==> src/rtl/gate3_exerciser.sv <==
// gate3_exerciser: drives the three inputs of a 3-input combinational cell
// through all eight codes in Gray order, samples the cell output Q at the end
// of each vector's settle window and compares it with a selectable function
// (OR / AND / XOR / majority). Reports a saturating mismatch count, the Gray
// index of the first mismatch and an overall pass flag.
module gate3_exerciser #(
    parameter int SETTLE_CYCLES = 2,   // 1..255
    parameter int PASSES        = 1,   // 1..15
    parameter int ERR_W         = 8
) (
    input  logic             CLK,
    input  logic             RSTB,
    input  logic             START,
    input  logic [1:0]       FUNC,
    input  logic             Q,
    output logic             IN1,
    output logic             IN2,
    output logic             IN3,
    output logic             BUSY,
    output logic             DONE,
    output logic             PASS,
    output logic [ERR_W-1:0] ERR_CNT,
    output logic [2:0]       FIRST_FAIL,
    output logic             FAIL_VALID
);

    typedef enum logic [1:0] {
        IDLE,
        APPLY,
        HOLD,
        SAMPLE
    } state_t;

    // Each vector spends one cycle in APPLY, SETTLE_CYCLES-1 in HOLD and one
    // in SAMPLE, giving SETTLE_CYCLES+1 cycles per vector with no gaps.
    localparam logic [7:0] HOLD_LEN  = 8'(SETTLE_CYCLES - 1);
    localparam logic [3:0] LAST_PASS = 4'(PASSES - 1);
    localparam bit         NO_HOLD   = (SETTLE_CYCLES == 1);

    state_t     state_reg;
    logic [2:0] idx_reg;
    logic [3:0] pass_reg;
    logic [7:0] cnt_reg;
    logic [1:0] func_reg;
    logic [2:0] vec_reg;

    logic             expected;
    logic             mismatch;
    logic             last_step;
    logic [2:0]       idx_next;
    logic [2:0]       vec_next;
    logic [ERR_W-1:0] err_sat;
    logic [ERR_W-1:0] err_after;

    // Expected cell output for the vector currently driven, plus the
    // saturating error increment and the Gray code of the next index.
    always_comb begin
        expected = 1'b0;
        case (func_reg)
            2'b00:   expected = |vec_reg;
            2'b01:   expected = &vec_reg;
            2'b10:   expected = ^vec_reg;
            default: expected = (vec_reg[0] & vec_reg[1]) |
                                (vec_reg[0] & vec_reg[2]) |
                                (vec_reg[1] & vec_reg[2]);
        endcase
        mismatch  = (Q != expected);
        last_step = (idx_reg == 3'd7) && (pass_reg == LAST_PASS);
        idx_next  = idx_reg + 3'd1;
        vec_next  = idx_next ^ (idx_next >> 1);
        err_sat   = (&ERR_CNT) ? ERR_CNT : ERR_CNT + {{(ERR_W-1){1'b0}}, 1'b1};
        err_after = mismatch ? err_sat : ERR_CNT;
    end

    assign IN1 = vec_reg[0];
    assign IN2 = vec_reg[1];
    assign IN3 = vec_reg[2];

    // Sequencer: run control, vector stepping and result accumulation.
    always_ff @(posedge CLK or negedge RSTB) begin
        if (!RSTB) begin
            state_reg  <= IDLE;
            idx_reg    <= 3'd0;
            pass_reg   <= 4'd0;
            cnt_reg    <= 8'd0;
            func_reg   <= 2'b00;
            vec_reg    <= 3'b000;
            BUSY       <= 1'b0;
            DONE       <= 1'b0;
            PASS       <= 1'b0;
            ERR_CNT    <= '0;
            FIRST_FAIL <= 3'd0;
            FAIL_VALID <= 1'b0;
        end else begin
            DONE <= 1'b0;
            case (state_reg)
                IDLE: begin
                    if (START) begin
                        func_reg   <= FUNC;
                        ERR_CNT    <= '0;
                        PASS       <= 1'b0;
                        FIRST_FAIL <= 3'd0;
                        FAIL_VALID <= 1'b0;
                        idx_reg    <= 3'd0;
                        pass_reg   <= 4'd0;
                        vec_reg    <= 3'b000;
                        BUSY       <= 1'b1;
                        state_reg  <= APPLY;
                    end
                end
                APPLY: begin
                    cnt_reg   <= HOLD_LEN;
                    state_reg <= NO_HOLD ? SAMPLE : HOLD;
                end
                HOLD: begin
                    if (cnt_reg <= 8'd1) begin
                        state_reg <= SAMPLE;
                    end else begin
                        cnt_reg <= cnt_reg - 8'd1;
                    end
                end
                default: begin
                    if (mismatch) begin
                        ERR_CNT <= err_sat;
                        if (!FAIL_VALID) begin
                            FIRST_FAIL <= idx_reg;
                            FAIL_VALID <= 1'b1;
                        end
                    end
                    if (last_step) begin
                        state_reg <= IDLE;
                        vec_reg   <= 3'b000;
                        BUSY      <= 1'b0;
                        DONE      <= 1'b1;
                        PASS      <= (err_after == '0);
                    end else begin
                        idx_reg   <= idx_next;
                        vec_reg   <= vec_next;
                        state_reg <= APPLY;
                        if (idx_reg == 3'd7) begin
                            pass_reg <= pass_reg + 4'd1;
                        end
                    end
                end
            endcase
        end
    end

endmodule

==> config.mk <==
export PLATFORM = sky130hd
export DESIGN_NAME = gate3_exerciser
export DESIGN_NICKNAME = d
export VERILOG_FILES = /design/src/rtl/gate3_exerciser.sv
export SDC_FILE = /design/constraint.sdc
export NUM_CORES = 1
export LEC_CHECK = 0
export CAP_MARGIN = 30
export CORE_MARGIN = 3
export CORE_UTILIZATION = 51
export CTS_CLUSTER_DIAMETER = 150
export DETAILED_ROUTE_END_ITERATION = 6
export PLACE_DENSITY = 0.82
export SLEW_MARGIN = 20
export SYNTH_ARGS = -nofsm -noshare
export SYNTH_HDL_FRONTEND = slang
export SYNTH_SLANG_ARGS = --single-unit
==> constraint.sdc <==
create_clock -name CLK -period 2.3 [get_ports CLK]
set_input_delay 0.69 -clock CLK [delete_from_list [all_inputs] [get_ports CLK]]
set_output_delay 0.69 -clock CLK [all_outputs]
set_load 0.1 [all_outputs]
# Word level (Yosys, flattened, before mapping)
# Index checks and enable logic that the tools add are counted.
# word_totals
regBits	37
output_inout_bits	18
word_cells	92
input_bits	6
# op_classes
bitwise_logic	7
addsub	4
order_cmp	1
muxes	33
eq_ne	11
n_reduce_logical	24
# op_table
op	n
$mux 8	4
$pmux 8 s2	2
$pmux 3 s2	3
$mux 3	5
$mux 4	3
$reduce_and 3->1	4
$add 8x1->8 const B	1
$le 8x1->1 const B	1
$logic_not 8->1	1
$mux 1	8
$pmux 4 s2	1
$reduce_and 2->1	4
$reduce_and 4->1	2
$reduce_and 8->1	1
$reduce_bool 2->1	4
$sub 8x1->8 const B	1
$ne 2x2->1 const B	3
$pmux 1 s2	3
$pmux 2 s3	1
$reduce_or 3->1	2
$add 4x1->4 const B	1
$eq 2x1->1 const B	2
$eq 2x2->1 const B	2
$logic_not 2->1	2
14 further kinds	19

# Longest topological paths before layout
# logic_depth
word_depth	9
depth_mapped	8
mapped_depth_nobuf	8

# Least setup slack after synthesis
# No wires, ideal clock.
# synth_timing
path_kind	reg-to-reg
start	reg vec_reg[1]
end	reg PASS
t_required_ns	2.205
stages_incl_launch_ff	8
path_slack_ns	-0.532
t_arrival_ns	2.737
n_path_buf	0
synth_period_minus_slack_ns	2.832
setup_ns	0.095
path_cell_list	dfrtp_1 > fa_1 > mux2_2 > nand2_4 > and3_4 > o2111ai_1 > mux2_2 > o31ai_1
# synth_via
elab_chain_len	9
word_cells_on_any_way	13
cone_classes	eq/ne (1); mux (4); bitwise (4); reduce/logical (4)
# synth_lines
item	line_no	source
from (decl)	45	logic [2:0] vec_reg;
from (signal assigned)	138	vec_reg <= vec_next;
$and 1x1->1	63	default: expected = (vec_reg[0] & vec_reg[1]) |
$or 1x1->1	63	
$or 1x1->1	64	(vec_reg[0] & vec_reg[2]) |
$pmux 1 s3 *	59	case (func_reg)
$ne 1x1->1 *	67	mismatch = (Q != expected);
$mux 8 *	-	
$logic_not 8->1 *	135	PASS <= (err_after == '0);
$mux 1 *	130	if (last_step) begin
$pmux 1 s2 *	96	case (state_reg)
to (signal assigned)	135	
to (decl)	21	output logic PASS,
# Every way passes the cells marked *; elsewhere a longest branch is shown, timed or not. The select of a mux whose other input is x is not followed.
# A chain may end at the register's enable or synchronous reset.

# Final worst setup path
# Same ends and word-level chain as after synthesis.

==> impl_metrics.tcl <==
set metrics [dict create \
    max-cap-violations 0 \
    fmax_ghz 0.431 \
    ys_ff_latch 37 \
    synth_edf_count 0 \
    finClkSkew_ps 8.20 \
    dpl.cell_count 328 \
    dieArea_um2 5430 \
    ys_seq_area_frac 0.397 \
    critPathRequiredTime_ps 2510 \
    yosys_warnings 0 \
    slew_viol_final 0 \
    yosys-top-cells-area "dfrtp_1 40%, ha_1 7.5%, nand2_1 5.0%" \
    num_rows 23 \
    drive_gt1_frac 0.258 \
    detail_route.wl_per_cell_um 15.9 \
    status "complete, but fails checks" \
    period_share 1.01 \
    end_kind "flip-flop" \
    first_pass_iters 4 \
    rsz0062_at_grt "true" \
    wirelength_mm 5.37 \
    hold_buffers 0 \
    synthCells 247 \
    synth_fa_ha_area_frac 0.0836 \
    clock_latency_ps 290 \
    critPathLaunchType "flip-flop" \
    detail-route-antenna-nets 0 \
    post_synth_and_or_nand_nor_area_fraction 0.202 \
    synth.distinct_cells 54 \
    layout.nets 307 \
    r2r_end "PASS$_DFFE_PN0P_" \
    grt_usage 0.224 \
    syn_nets 268 \
    pin_count 24 \
    synth-xor-area-share 0.0263 \
    grt_start_max_net_pins 22 \
    synthToLayoutAreaGrowth_pct 25.6 \
    drc 0 \
    syn_area_per_cell_um2 9.45 \
    drtIter0Drc 138 \
    reg2reg_slack_ps -20 \
    path_max_fanout 6 \
    yosys.area.top_type_share 0.397 \
    synth_top_family_by_area "compound AO/OA/AOI/OAI gates" \
    setup_viol_count_final 2 \
    die_h_um 73.7 \
    rr_startpoint "vec_reg[1]$_DFFE_PN0P_" \
    final_cell_mix "31 x nand2_1, 30 x dfrtp_1, 27 x buf_4" \
    fin_ws_ps -18.2 \
    synth_async_sr_flop_share 1.00 \
    vias_per_cell 6.00 \
    diodes 0 \
    worst_hold_path_type "in2async" \
    die-width_um 73.7 \
    yosysTopAreaCell "dfrtp_1" \
    path_class "reg2reg" \
    cts.sinks 37 \
    dp_hpwl_mm 4.05 \
    cts_tree "yes" \
    io_buffers 23 \
    maxSlewHeadroom 0.671 \
    layout_commonest_cell "nand2_1" \
    syn-cell-area_um2 2330 \
    n_fill_cell 320 \
    htreeDepth 2 \
    grt_overflow 0 \
    synthMuxAreaShare 0.0364 \
    routabilityCongestion 0.893 \
    worst_slew_pin_slew_ps 492 \
    antenna_found_initial 0 \
    violations "negative setup slack" \
    ctsLongestPathBuffers 2 \
    hold_viol 0 \
    initial_utilization 0.556 \
    core_region_area_um2 4200 \
    clk_pin_slew_ps 70 \
    cts-root-buf "clkbuf_8" \
    route.vias.total 2023 \
    final-instance-count-excl-fill 337 \
    utilization 0.698 \
    cts_buffers 5 \
    grt_pass1_vias 1954 \
    grt_pass1_wl_mm 9.26 \
    min_period_ps 2320 \
    reg2reg_depth 7 \
    worstPathArrival_ps 2520 \
    synth_compound_area_frac 0.206 \
    ys.flop_type "dfrtp_1" \
]
cell usage after synthesis (3+ instances only):
master	number
a21oi_1	10
a22oi_1	7
a2bb2oi_1	3
clkbuf_1	6
dfrtp_1	37
ha_1	14
inv_1	13
mux2_2	4
mux2i_1	4
nand2_1	31
nand2b_1	3
nand3_1	6
nand3b_1	3
nand4_1	4
nor2_1	15
nor3_1	7
o21ai_0	23
o31ai_1	5
or3_1	3
xnor2_1	3
xor2_1	4
stage by stage:
stage | hold WS, ps | setup WS, ps | instance area [um2] | setup TNS (ps)
global route | 333 | -148 | 2930 | -643
detailed placement | 532 | -31.4 | 2800 | -69.3
CTS | 334 | -14.5 | 2920 | -30.0
finish | 332 | -18.2 | 2930 | -34.9
global placement | 516 | 12.5 | 2800 | 0
floorplan | 394 | -110 | 2380 | -716
critical path, cell delays in order (launching register included):
cell and delay, ps:
dfrtp_4 480, fa_1 530, mux2_4 150, nand2_4 60, a21oi_2 300, o2111ai_2 170
mux2_4 330, o31ai_1 190
layout make-up:
cell class | instances | area, um2 | share of cell area
multi-input combinational | 187 | 1350 | 0.460
sequential | 37 | 942 | 0.321
timing repair buffer | 42 | 439 | 0.150
clock buffer | 8 | 90.1 | 0.0307
tap | 50 | 62.6 | 0.0213
inverter | 13 | 48.8 | 0.0166
worst max-delay path by stage:
stage / to / depth (start not counted) / start / slack (ps)
after floorplan: FIRST_FAIL[0]$_DFFE_PN0P_ / 8 / vec_reg[1]$_DFFE_PN0P_ / -110
after global placement: ERR_CNT[4]$_DFFE_PN0P_ / 7 / vec_reg[1]$_DFFE_PN0P_ / 10
after detailed placement: FIRST_FAIL[2]$_DFFE_PN0P_ / 8 / vec_reg[1]$_DFFE_PN0P_ / -30
after CTS: PASS$_DFFE_PN0P_ / 7 / vec_reg[1]$_DFFE_PN0P_ / -10
after global routing: ERR_CNT[3]$_DFFE_PN0P_ / 9 / vec_reg[1]$_DFFE_PN0P_ / -150
final: PASS$_DFFE_PN0P_ / 7 / vec_reg[1]$_DFFE_PN0P_ / -20
kinds of logic (layout without fill, tap and decap cells):
logic type | Yosys count | in the layout
fa+ha+maj | 15 | 15
mux | 8 | 8
buf+inv | 23 | 63
xor+xnor | 7 | 7
flops | 37 | 37
simple gates | 88 | 88
compound gates | 69 | 69
repair_timing:
item,in CTS,in global routing
setup buffers,0,1
setup endpoints to repair,5,11
pin swaps,0,3
gates resized for setup,4,1
per-layer routing:
layer  share of wire  track usage  wire length, um
met2            0.49        0.363             2630
met5               0            0                0
met3           0.071       0.0534              383
met1            0.42        0.284             2260
met4           0.016       0.0986               87
Power is not shown: default switching activity piles up to over one toggle a cycle in this logic, so the estimate is an artifact.
